[src/rtl/seq_divider.sv]
// Sequential 32-bit radix-2 restoring divider for DIV/DIVU, 33 cycles per operation.
// Handshake: start_i is held until ready_o is seen. annul_i cancels work in flight.
module seq_divider (
    input  logic        clk,
    input  logic        rst,
    input  logic        signed_div_i,
    input  logic [31:0] opdata1_i,
    input  logic [31:0] opdata2_i,
    input  logic        start_i,
    input  logic        annul_i,
    output logic [63:0] result_o,
    output logic        ready_o
);

    typedef enum logic [1:0] {FREE, BY_ZERO, ON, END} state_t;

    state_t      state_q, state_d;
    logic [5:0]  cnt_q, cnt_d;
    logic [64:0] work_q, work_d;
    logic [31:0] divisor_q, divisor_d;
    logic        neg_quot_q, neg_quot_d;
    logic        neg_rem_q, neg_rem_d;
    logic [63:0] result_q, result_d;
    logic        ready_q, ready_d;

    logic [31:0] op1_abs, op2_abs;
    logic [32:0] trial;
    logic [31:0] quot, rem;

    // State and datapath registers
    always_ff @(posedge clk or negedge rst) begin
        if (!rst) begin
            state_q    <= FREE;
            cnt_q      <= '0;
            work_q     <= '0;
            divisor_q  <= '0;
            neg_quot_q <= 1'b0;
            neg_rem_q  <= 1'b0;
            result_q   <= '0;
            ready_q    <= 1'b0;
        end else begin
            state_q    <= state_d;
            cnt_q      <= cnt_d;
            work_q     <= work_d;
            divisor_q  <= divisor_d;
            neg_quot_q <= neg_quot_d;
            neg_rem_q  <= neg_rem_d;
            result_q   <= result_d;
            ready_q    <= ready_d;
        end
    end

    // Next-state logic. Annul wins over completion in ON.
    always_comb begin
        state_d = state_q;
        case (state_q)
            FREE:    if (start_i && !annul_i) state_d = (opdata2_i == 32'd0) ? BY_ZERO : ON;
            BY_ZERO: state_d = annul_i ? FREE : END;
            ON: begin
                if (annul_i)              state_d = FREE;
                else if (cnt_q == 6'd32)  state_d = END;
            end
            END:     if (!start_i) state_d = FREE;
            default: state_d = FREE;
        endcase
    end

    assign op1_abs = (signed_div_i && opdata1_i[31]) ? (~opdata1_i + 32'd1) : opdata1_i;
    assign op2_abs = (signed_div_i && opdata2_i[31]) ? (~opdata2_i + 32'd1) : opdata2_i;
    // Partial remainder lives in work_q[63:32]; quotient bits shift in at the bottom.
    assign trial   = {1'b0, work_q[63:32]} - {1'b0, divisor_q};
    assign quot    = neg_quot_q ? (~work_q[31:0] + 32'd1) : work_q[31:0];
    assign rem     = neg_rem_q ? (~work_q[64:33] + 32'd1) : work_q[64:33];

    // Datapath and output next-values
    always_comb begin
        cnt_d      = cnt_q;
        work_d     = work_q;
        divisor_d  = divisor_q;
        neg_quot_d = neg_quot_q;
        neg_rem_d  = neg_rem_q;
        result_d   = result_q;
        ready_d    = ready_q;
        case (state_q)
            FREE: begin
                if (start_i && !annul_i) begin
                    cnt_d      = '0;
                    work_d     = {32'd0, op1_abs, 1'b0};
                    divisor_d  = op2_abs;
                    neg_quot_d = signed_div_i & (opdata1_i[31] ^ opdata2_i[31]);
                    neg_rem_d  = signed_div_i & opdata1_i[31];
                end
            end
            BY_ZERO: begin
                cnt_d    = '0;
                work_d   = '0;
                result_d = '0;
                ready_d  = !annul_i;
            end
            ON: begin
                if (annul_i) begin
                    cnt_d    = '0;
                    work_d   = '0;
                    result_d = '0;
                    ready_d  = 1'b0;
                end else if (cnt_q == 6'd32) begin
                    cnt_d    = '0;
                    result_d = {rem, quot};
                    ready_d  = 1'b1;
                end else begin
                    cnt_d  = cnt_q + 6'd1;
                    work_d = trial[32] ? {work_q[63:0], 1'b0}
                                       : {trial[31:0], work_q[31:0], 1'b1};
                end
            end
            END: begin
                if (!start_i) begin
                    work_d   = '0;
                    result_d = '0;
                    ready_d  = 1'b0;
                end
            end
            default: ;
        endcase
    end

    always_comb begin
        result_o = result_q;
        ready_o  = ready_q;
    end

endmodule

[config.mk]
export PLATFORM = sky130hd
export DESIGN_NAME = seq_divider
export DESIGN_NICKNAME = d
export VERILOG_FILES = /design/src/rtl/seq_divider.sv
export SDC_FILE = /design/constraint.sdc
export NUM_CORES = 1
export LEC_CHECK = 0
export ABC_CLOCK_PERIOD_IN_PS = 3200
export BUFFER_PORTS_ARGS = -buffer_cell sky130_fd_sc_hd__buf_2
export CORE_MARGIN = 2
export CORE_UTILIZATION = 60
export CTS_CLUSTER_DIAMETER = 120
export DETAILED_ROUTE_END_ITERATION = 10
export HOLD_SLACK_MARGIN = 0.06
export PLACE_DENSITY_LB_ADDON = 0.2
export SYNTH_ARGS = -nofsm -noshare
export SYNTH_HDL_FRONTEND = slang
export SYNTH_SLANG_ARGS = --single-unit
[constraint.sdc]
create_clock -name clk -period 3.2 [get_ports clk]
set_input_delay 0.32 -clock clk [delete_from_list [all_inputs] [get_ports clk]]
set_output_delay 0.32 -clock clk [all_outputs]
set_load 0.02 [all_outputs]
==> results.txt, run 1 <==
synthesized instance count -> 1,306
root buf cell -> clkbuf_16
Logic pwr share -> 42.8%
routed wire length -> 28,650 µm
detailed-router iteration count before antenna repair -> 5
largest net degree at the start of global routing -> 80
share of post-route cells with drive strength above 1 -> 15.75%
Arr. time, crit path -> 3280 ps
I/O Pins -> 134
Max FO, Critical Path -> 14
# fillers -> 1,497
Critical Path RT -> 3540 ps
Setup Crit Path Kind -> reg -> reg
Psw -> 3.933 mW
Clock Tree Buf Depth -> 2
routed via count -> 10,070
number of max-cap violations -> 0
Setup Buffers After CTS -> 0
slew margin rel. -> 49.99%
IO buf count -> 133
Rows -> 50
Cell Pwr Density -> 708.2 nW/µm²
Layout Nets -> 1,535
commonest non-fill, non-tap cell in the layout -> dfrtp_1
sum of negative setup slack -> 0 ps
Final GP Congestion -> 0.9354
Seq pwr share -> 34.5%
HPWL after DPL -> 21,330 µm
f_max -> 340.2 MHz
die span in y -> 141.5 µm
vias per inst -> 6.035
synth warn -> 0
clock network fraction of total power -> 22.8%
remaining global-route overflow -> 0
initial core utilization -> 60.83%
Peak supply drop -> 0.4357 mV
Area growth syn-to-layout -> 14.32%
Final Max Slew Viols -> 0
Total GRT Usage -> 29.07%
Diodes inserted -> 0
Num Clock Sinks -> 172
Synth Net Count -> 1,419
Synth async-reset ratio -> 100.0%
#FFs+latches synth -> 172
Main synth FF type -> dfrtp_1
fin crit share -> 91.87%
internal power -> 5.249 mW
CP Capture Type -> flop
RSZ-0062 raised after global routing -> false
min cycle time layout -> 2940 ps
post-synthesis average cell area -> 8.684 µm²
actual slew at the worst max-slew pin -> 748.4 ps
Leakage -> 6.267 nW
switch share -> 42.83%
sequential share of the synthesized area -> 37.95%
die width -> 141.5 µm
clock latency on the worst-skew pair -> 430 ps
CTS clk-pin slew, worst paths -> 70 ps
initial antenna violation count -> 0
CTS H-Tree Depth -> 4
core area -> 18,640 µm²
Num CTS Buffers -> 17
Layout Skew -> 10.35 ps
hold slack -> 182.2 ps
Avg WL per Cell -> 17.17 µm
Syn Std Cell Area -> 11,340 µm²
Hold Path Class -> in -> reg
outcome -> complete, no violations
first-pass GRT wire length -> 46,870 µm
area of the die -> 20,020 µm²
final hold violations -> 0
CTS tree -> yes
vias in the first global route -> 9,061
post-route ant nets -> 0
crit start category -> flop
DRC -> 0
Post-synth EDFFs -> 0
Synth cell types -> 62
most frequent cells in the layout -> dfrtp_1, nand2_1, buf_2, o21ai_0, nor2_1
Final setup violation count -> 0
initial drt markers -> 992
[worst paths after layout]
path	from	endpoint	slack (ps)	depth (start not counted)
max in group asynchronous	rst	divisor_q[29]	1840	3
hold reg to reg	result_o[0]	result_o[0]	470	2
setup / recovery	work_q[32]	work_q[61]	260	12
hold / removal	opdata2_i[17]	divisor_q[17]	180	3
min in group asynchronous	rst	result_o[36]	470	2
setup reg to reg	work_q[32]	work_q[61]	260	12
[Yosys cell counts, types with 28 or more instances]
cell	number	area share, %
xor2_1	55	4.2
ha_1	43	4.7
nand2_1	154	5.1
a21oi_1	72	3.2
o31ai_1	28	1.9
o21ai_0	126	5.6
dfrtp_1	172	38
nor2_1	104	3.4
clkbuf_1	64	2.1
inv_1	55	1.8
xnor2_1	90	7.0
a22o_1	66	5.1
[critical path, stage by stage, from the launching register on]
cell and delay [ps]:
dfrtp_1 340, inv_1 70, ha_1 210, fa_1 380, nand2b_1 190, a21oi_1 170, o21bai_1 150, o21ai_1 210
a31oi_1 190, o31ai_4 310, buf_4 270, nand2_1 140, o221ai_1 220
[timing repair]
| item | CTS | global route |
|---|---|---|
| endpoints found under the setup margin | 0 | 17 |
| resized for setup | 0 | 1 |
| hold buffers | 1 | 0 |
| hold endpoints to repair | 77 | 0 |
[sequential cells by signal, indices dropped and copies added (netlist names)]
register and count:
result_o 64, cnt_q 6, state_q 2, neg_quot_q 1, divisor_q 32, work_q 65, ready_o 1, neg_rem_q 1
[logic make-up (layout without fill, tap and decap cells)]
logic type               after synthesis  in the layout  synth area share [%]
AO/OA/AOI/OAI                        399            399                 23.31
XOR/XNOR                             145            145                 11.20
adder cells (fa/ha/maj)               44             44                 4.921
buffers and inverters                127            256                 4.237
flip-flops                           172            172                 37.95
multiplexers                          22             22                 1.953
AND/OR/NAND/NOR                      397            397                 16.43
[per-stage QoR]
stage / std cells / setup slack (ps) / power, mW / utilization, % / instance area [µm²]
floorplan: 1306 / 413.8 / 5.950 / - / 11340
global placement: 1636 / 291.9 / 6.951 / 66.33 / 12370
detailed placement: 1636 / 216.7 / 7.039 / 66.33 / 12370
CTS: 1669 / 196.7 / 9.142 / 69.54 / 12960
global route: 1669 / 16.13 / 9.820 / 69.54 / 12960
finish: 1669 / 260.2 / 9.181 / 69.54 / 12960
[area by class of cell]
type                    instances  area, µm²  share of cell area, %
multi-input cells            1007       6578                  50.73
clock inverters                14      160.2                  1.235
clock buffers                  18      429.2                  3.310
repair buffers                169      994.7                  7.672
well taps                     234      292.8                  2.258
inverters                      55      206.4                  1.592
flip-flops and latches        172       4304                  33.20
[power groups by stage]
stage	combinational (mW)	sequential, mW	clock, mW
2_1_floorplan	3.03	2.92	0
3_3_place_gp	3.80	3.15	0
5_1_grt	4.39	3.23	2.20
3_5_place_dp	3.86	3.18	0
4_1_cts	3.89	3.14	2.12
6_report	3.93	3.16	2.09
[metal layers]
metal	routed length (µm)	GRT usage (%)
met5	0	0
met2	11610	39.83
met1	14370	47.26
met4	388	7.000
met3	2287	5.130
(Power assumes the default switching activity.)
==> run 2, diff against run 1 <==
--- a/config.mk
+++ b/config.mk
@@ -9,6 +9,7 @@
 export BUFFER_PORTS_ARGS = -buffer_cell sky130_fd_sc_hd__buf_2
 export CORE_MARGIN = 2
 export CORE_UTILIZATION = 60
+export CTS_BUF_LIST = sky130_fd_sc_hd__clkbuf_8 sky130_fd_sc_hd__clkbuf_16
 export CTS_CLUSTER_DIAMETER = 120
 export DETAILED_ROUTE_END_ITERATION = 10
 export HOLD_SLACK_MARGIN = 0.06
==> constraint.sdc (replaced) <==
create_clock -name clk -period 3.2 [get_ports clk]
set_input_delay 0.32 -clock clk [delete_from_list [all_inputs] [get_ports clk]]
set_output_delay 0.32 -clock clk [all_outputs]
set_load 0.05 [all_outputs]
==> run 2 against run 1 <==
Against the previous run:
- non-clock buffer count is the same
- power is essentially flat
- first-iteration DRC count shrank 0.91%
- fmax is essentially flat
- count of clock-buffer cells in the layout shrank 1
- hold slack is essentially flat
- setup slack lost 1.8 ps
- final area is the same
- wire length is essentially flat
- sequential power is essentially flat
==> results.txt, run 2 (synthesized netlist as in run 1, its figures left out) <==
crit start category -> flop
CTS H-Tree Depth -> 4 (unchanged)
number of max-cap violations -> 0 (unchanged)
Total GRT Usage -> 29.07% (unchanged)
routed wire length -> 28,630 µm (about the same)
Final setup violation count -> 0 (unchanged)
vias in the first global route -> 9,061 (unchanged)
largest reg by FF count -> work_q
routed via count -> 10,060 (-0.17%)
f_max -> 340.0 MHz (about the same)
detailed-router iteration count before antenna repair -> 5 (unchanged)
first-pass GRT wire length -> 46,870 µm (unchanged)
Rows -> 50 (unchanged)
Layout Nets -> 1,535 (unchanged)
placed insts -> 1,636 (unchanged)
Num CTS Buffers -> 17 (unchanged)
I/O Pins -> 134 (unchanged)
Slowest cell on crit path -> dfrtp_1
Cell Pwr Density -> 708.7 nW/µm² (about the same)
Final Max Slew Viols -> 0 (unchanged)
worst slack, placed -> 216.7 ps (unchanged)
Diodes inserted -> 0 (unchanged)
Num Clock Sinks -> 172 (unchanged)
die span in y -> 141.5 µm (unchanged)
worst path bufs/invs -> 0 (-2)
Clock Tree Buf Depth -> 2 (unchanged)
CP most frequent cell -> a31oi_1
Setup Crit Path Kind -> reg -> reg
crit-path leading delay family -> compound AO/OA/AOI/OAI gates
commonest non-fill, non-tap cell in the layout -> dfrtp_1
max reg flops -> 65 (unchanged)
share of post-route cells with drive strength above 1 -> 15.75% (unchanged)
Hold Path Class -> in -> reg
CTS clk-pin slew, worst paths -> 70 ps (about the same)
RSZ-0062 raised after global routing -> false
Critical Path RT -> 3520 ps (-20 ps)
sum of negative setup slack -> 0 ps (unchanged)
CP Capture Type -> flop
Final Non-Filler Cells -> 1,669 (unchanged)
die width -> 141.5 µm (unchanged)
outcome -> complete, no violations
CP Cell Sequence -> ha_1, a21oi_1, o22ai_1, nor3_1, o21ai_1, a31oi_1, o21ai_0, a31oi_1, mux2i_1, a211o_1
DRC -> 0 (unchanged)
slew margin rel. -> 49.48% (-0.50 points)
root buf cell -> clkbuf_16
largest net degree at the start of global routing -> 80 (unchanged)
CP max stage delay -> 490 ps (+110 ps)
initial core utilization -> 60.83% (unchanged)
vias per inst -> 6.025 (-0.17%)
Arr. time, crit path -> 3260 ps (-20 ps)
Final GP Congestion -> 0.9354 (unchanged)
post-route setup slack -> 258.4 ps (-1.834 ps)
HPWL after DPL -> 21,330 µm (unchanged)
Peak supply drop -> 0.4354 mV (about the same)
Max FO, Critical Path -> 7 (-7)
clock latency on the worst-skew pair -> 430 ps (about the same)
Avg WL per Cell -> 17.15 µm (about the same)
area of the die -> 20,020 µm² (unchanged)
Leakage -> 6.271 nW (about the same)
final hold violations -> 0 (unchanged)
core area -> 18,640 µm² (unchanged)
Final Util -> 69.54% (unchanged)
fin crit share -> 91.93% (about the same)
IO buf count -> 133 (unchanged)
CTS tree -> yes
post-route ant nets -> 0 (unchanged)
hold slack -> 182.4 ps (+0.2080 ps)
Area growth syn-to-layout -> 14.32% (unchanged)
initial drt markers -> 983 (-0.91%)
most frequent cells in the layout -> dfrtp_1, nand2_1, buf_2, o21ai_0, nor2_1
remaining global-route overflow -> 0 (unchanged)
min cycle time layout -> 2942 ps (+1.834 ps)
actual slew at the worst max-slew pin -> 756.0 ps (+7.514 ps)
Layout Skew -> 9.323 ps (-1.029 ps)
initial antenna violation count -> 0 (unchanged)
==> run 2: cell count changes in the layout (fill, tap and decap cells not counted) <==
cell      change
clkbuf_1      -1
inv_1         +1
==> run 2: cell type report <==
| class | instances | area (µm²) |
|---|---|---|
| clock buffer | 17 | 425.4 |
| clock inverter | 15 | 163.9 |
| fill | 1497 | 5678 |
| inverter | 55 | 206.4 |
| multi-input combinational | 1007 | 6578 |
| sequential | 172 | 4304 |
| tap | 234 | 292.8 |
| timing repair buffer | 169 | 994.7 |
==> run 2: what timing repair did <==
item / CTS / global route
hold endpoints to repair: 77 / 0
hold buffers: 1 / 0
endpoints found under the setup margin: 0 / 17
buffers inserted: 0 / 0
gates resized for setup: 0 / 1
==> run 2: path summary, 6_finish.rpt <==
path / end / cells past startpoint / start / slack, ps
min: divisor_q[17] / 3 / opdata2_i[17] / 180
max reg2reg: work_q[63] / 10 / work_q[43] / 260
min in group asynchronous: result_o[36] / 2 / rst / 470
max: work_q[63] / 10 / work_q[43] / 260
max in group asynchronous: divisor_q[29] / 3 / rst / 1840
min reg2reg: result_o[0] / 2 / result_o[0] / 470
==> run 2: through the flow <==
stage	power [mW]	area (µm²)
after global placement	6.966	12370
after detailed placement	7.054	12370
after global routing	9.832	12960
after CTS	9.154	12960
final	9.188	12960
after floorplan	5.965	11340
==> run 2: where the power goes <==
part | internal, mW | total (mW) | switching [mW]
Clock | 1.17 | 2.08 | 0.918
Sequential | 2.60 | 3.16 | 0.567
Combinational | 1.48 | 3.94 | 2.46
==> run 2: layer usage <==
layer  GRT usage [%]  wire length, µm
met1           47.26            14390
met2           39.83            11520
met3           5.130             2292
met4           7.000              423
met5               0                0
==> run 2: tightest hold or removal path, stage by stage <==
cell and delay (ps):
buf_2 90, xnor2_1 100, o21ai_0 60
==> run 3, diff against run 2 <==
--- a/config.mk
+++ b/config.mk
@@ -5,13 +5,14 @@
 export SDC_FILE = /design/constraint.sdc
 export NUM_CORES = 1
 export LEC_CHECK = 0
-export ABC_CLOCK_PERIOD_IN_PS = 3200
+export ABC_CLOCK_PERIOD_IN_PS = 3450
 export BUFFER_PORTS_ARGS = -buffer_cell sky130_fd_sc_hd__buf_2
 export CORE_MARGIN = 2
-export CORE_UTILIZATION = 60
+export CORE_UTILIZATION = 64
 export CTS_BUF_LIST = sky130_fd_sc_hd__clkbuf_8 sky130_fd_sc_hd__clkbuf_16
 export CTS_CLUSTER_DIAMETER = 120
 export DETAILED_ROUTE_END_ITERATION = 10
+export GPL_TIMING_DRIVEN = 0
 export HOLD_SLACK_MARGIN = 0.06
 export PLACE_DENSITY_LB_ADDON = 0.2
 export SYNTH_ARGS = -nofsm -noshare
==> constraint.sdc (replaced) <==
create_clock -name clk -period 3.45 [get_ports clk]
set_input_delay 0.345 -clock clk [delete_from_list [all_inputs] [get_ports clk]]
set_output_delay 0.345 -clock clk [all_outputs]
set_load 0.05 [all_outputs]
==> run 3 against run 2 <==
Against the previous run:
- count of clock-buffer cells in the layout is 2 higher
- global-route usage increased by 4.1 points
- setup slack got worse by 130 ps
- die area fell by 6.1%
- sequential share of layout area about the same
- combinational power about the same
- fmax is 12% lower
- hold slack improved by 26 ps
- critical path depth up 1
- clock power is 7% lower
- sequential cell count unchanged
- non-clock buffer count increased by 40
- critical endpoint is now work_q[49]
==> results.txt, run 3 (synthesized netlist as in run 1, its figures left out) <==
CP Cell Sequence -> inv_1, fa_1, nand2b_1, a21oi_1, o21bai_1, o21ai_2, a31oi_1, o31ai_4, buf_2, a31oi_1, o31ai_1
Peak supply drop -> 0.3696 mV (-15%)
Area growth syn-to-layout -> 14.25% (about the same)
worst reg2reg endpoint -> work_q[49]
hold_sp -> opdata2_i[8]
fin crit share -> 96.37% (+4.4 points)
worst flop-to-flop path startpoint -> work_q[33]
most frequent cells in the layout -> dfrtp_1, nand2_1, buf_2, o21ai_0, nor2_1
RSZ-0062 raised after global routing -> false
crit-path leading delay family -> compound AO/OA/AOI/OAI gates
actual slew at the worst max-slew pin -> 791.7 ps (+35.76 ps)
largest net degree at the start of global routing -> 104 (+30%)
worst path bufs/invs -> 2 (+2)
crit start category -> flop
Avg WL per Cell -> 17.98 µm (+4.8%)
reg2reg setup slack -> 130 ps (-130 ps)
Layout Skew -> 9.305 ps (-0.01757 ps)
Rows -> 48 (-4.0%)
routed via count -> 10,490 (+4.3%)
Hold Path Class -> in -> reg
CP most frequent cell -> a31oi_1
min cycle time layout -> 3325 ps (+383.2 ps)
stages on the worst setup path -> 11 (+1)
I/O Pins -> 134 (unchanged)
die width -> 137.1 µm (-3.1%)
hold endpoint -> divisor_q[8]
Final Max Slew Viols -> 0 (unchanged)
final hold violations -> 0 (unchanged)
placed cell area -> 12,330 µm² (-0.32%)
post-route setup slack -> 125.2 ps (-133.2 ps)
number of max-cap violations -> 0 (unchanged)
Slowest cell on crit path -> dfrtp_1
CTS tree -> yes
Leakage -> 6.193 nW (-1.2%)
hold slack -> 208.0 ps (+25.56 ps)
finished layout cell area -> 12,960 µm² (about the same)
initial antenna violation count -> 0 (unchanged)
remaining global-route overflow -> 0 (unchanged)
CP Capture Type -> flop
commonest non-fill, non-tap cell in the layout -> dfrtp_1
initial core utilization -> 65.57% (+4.7 points)
routed wire length -> 30,570 µm (+6.8%)
Final Util -> 74.91% (+5.4 points)
initial drt markers -> 988 (+0.51%)
HPWL after DPL -> 23,170 µm (+8.6%)
Arr. time, crit path -> 3660 ps (+400 ps)
worst slack, placed -> -220.4 ps (-437.1 ps)
Num CTS Buffers -> 17 (unchanged)
Setup Crit Path Kind -> reg -> reg
total chip power -> 8.731 mW (-5.0%)
DRC -> 0 (unchanged)
max reg flops -> 65 (unchanged)
detailed-router iteration count before antenna repair -> 6 (+1)
Diodes inserted -> 0 (unchanged)
CTS H-Tree Depth -> 4 (unchanged)
Max FO, Critical Path -> 10 (+3)
Layout Nets -> 1,575 (+2.6%)
vias in the first global route -> 9,528 (+5.2%)
Total GRT Usage -> 33.14% (+4.1 points)
share of post-route cells with drive strength above 1 -> 13.36% (-2.4 points)
outcome -> complete, no violations
root buf cell -> clkbuf_16
reg2reg path depth -> 11 (+1)
Final GP Congestion -> 0.9884 (+5.7%)
f_max -> 300.8 MHz (-12%)
die span in y -> 137.1 µm (-3.1%)
CP max stage delay -> 480 ps (about the same)
clock latency on the worst-skew pair -> 440 ps (about the same)
Cell Pwr Density -> 673.8 nW/µm² (-4.9%)
core area -> 17,300 µm² (-7.2%)
area of the die -> 18,800 µm² (-6.1%)
vias per inst -> 6.169 (+2.4%)
Final setup violation count -> 0 (unchanged)
Clock Tree Buf Depth -> 2 (unchanged)
post-route ant nets -> 0 (unchanged)
CTS clk-pin slew, worst paths -> 70 ps (about the same)
Num Clock Sinks -> 172 (unchanged)
IO buf count -> 133 (unchanged)
WHS Path Cells -> 3 (unchanged)
largest reg by FF count -> work_q
first-pass GRT wire length -> 48,850 µm (+4.2%)
slew margin rel. -> 46.64% (-2.8 points)
# fillers -> 1,359 (-9.2%)
Critical Path RT -> 3790 ps (+270 ps)
==> run 3: cell count changes in the layout (fill, tap and decap cells not counted), moves of 2 or more <==
cell,before,now
buf_12,4,0
nand2_2,3,1
nand2_1,152,154
inv_8,3,1
clkbuf_1,0,63
buf_1,0,5
clkbuf_8,0,2
buf_4,31,3
==> run 3: power breakdown <==
group          total (mW)  internal, mW  switching [mW]
Combinational        3.95          1.35            2.60
Sequential           2.85          2.41           0.442
Clock                1.93          1.05           0.877
Total                8.73          4.81            3.92
==> run 3: tightest hold or removal path, stage by stage <==
cell and delay [ps]:
buf_2 100, xnor2_1 100, o21ai_0 60
==> run 3: area by class of cell <==
| class | count | area, µm² | area share [%] |
|---|---|---|---|
| clock inverters | 13 | 135.1 | 1.043 |
| multi-input cells | 1007 | 6569 | 50.70 |
| clock buffers | 19 | 452.9 | 3.496 |
| plain buffers | 72 | 280.3 | 2.163 |
| well taps | 225 | 281.5 | 2.173 |
| repair buffers | 137 | 728.2 | 5.620 |
| inverters | 55 | 206.4 | 1.593 |
| flip-flops and latches | 172 | 4304 | 33.22 |
==> run 3: stage by stage <==
step / instances / TNS (ps)
finish: 1700 / 0
global route: 1700 / 0
CTS: 1698 / 0
detailed placement: 1665 / -3753
global placement: 1664 / -93820
floorplan: 1306 / 0
==> run 3: what timing repair did <==
item                                    4_1_cts  5_1_grt
gates resized for setup                       3        5
buffers inserted                              0        2
endpoints found under the setup margin       33       33
endpoints found under the hold margin        69        0
pin swaps                                     0        1
hold buffers                                  1        0
==> run 3: worst max path at each step <==
stage                    start         end  slack [ps]
floorplan           work_q[32]  work_q[47]         660
global placement           rst  work_q[16]        -530
detailed placement  work_q[33]  work_q[61]        -220
CTS                 work_q[33]  work_q[59]          20
global route        work_q[33]  work_q[61]           5
finish              work_q[33]  work_q[49]         130
==> run 3: routing by layer <==
metal / track usage [%] / share of wire [%] / up-vias
met1: 51.00 / 47 / 4981
li1: - / - / 4993
met4: 9.278 / 1.5 / 0
met3: 6.074 / 8.9 / 44
met2: 47.60 / 43 / 469
met5: 0 / 0 / -
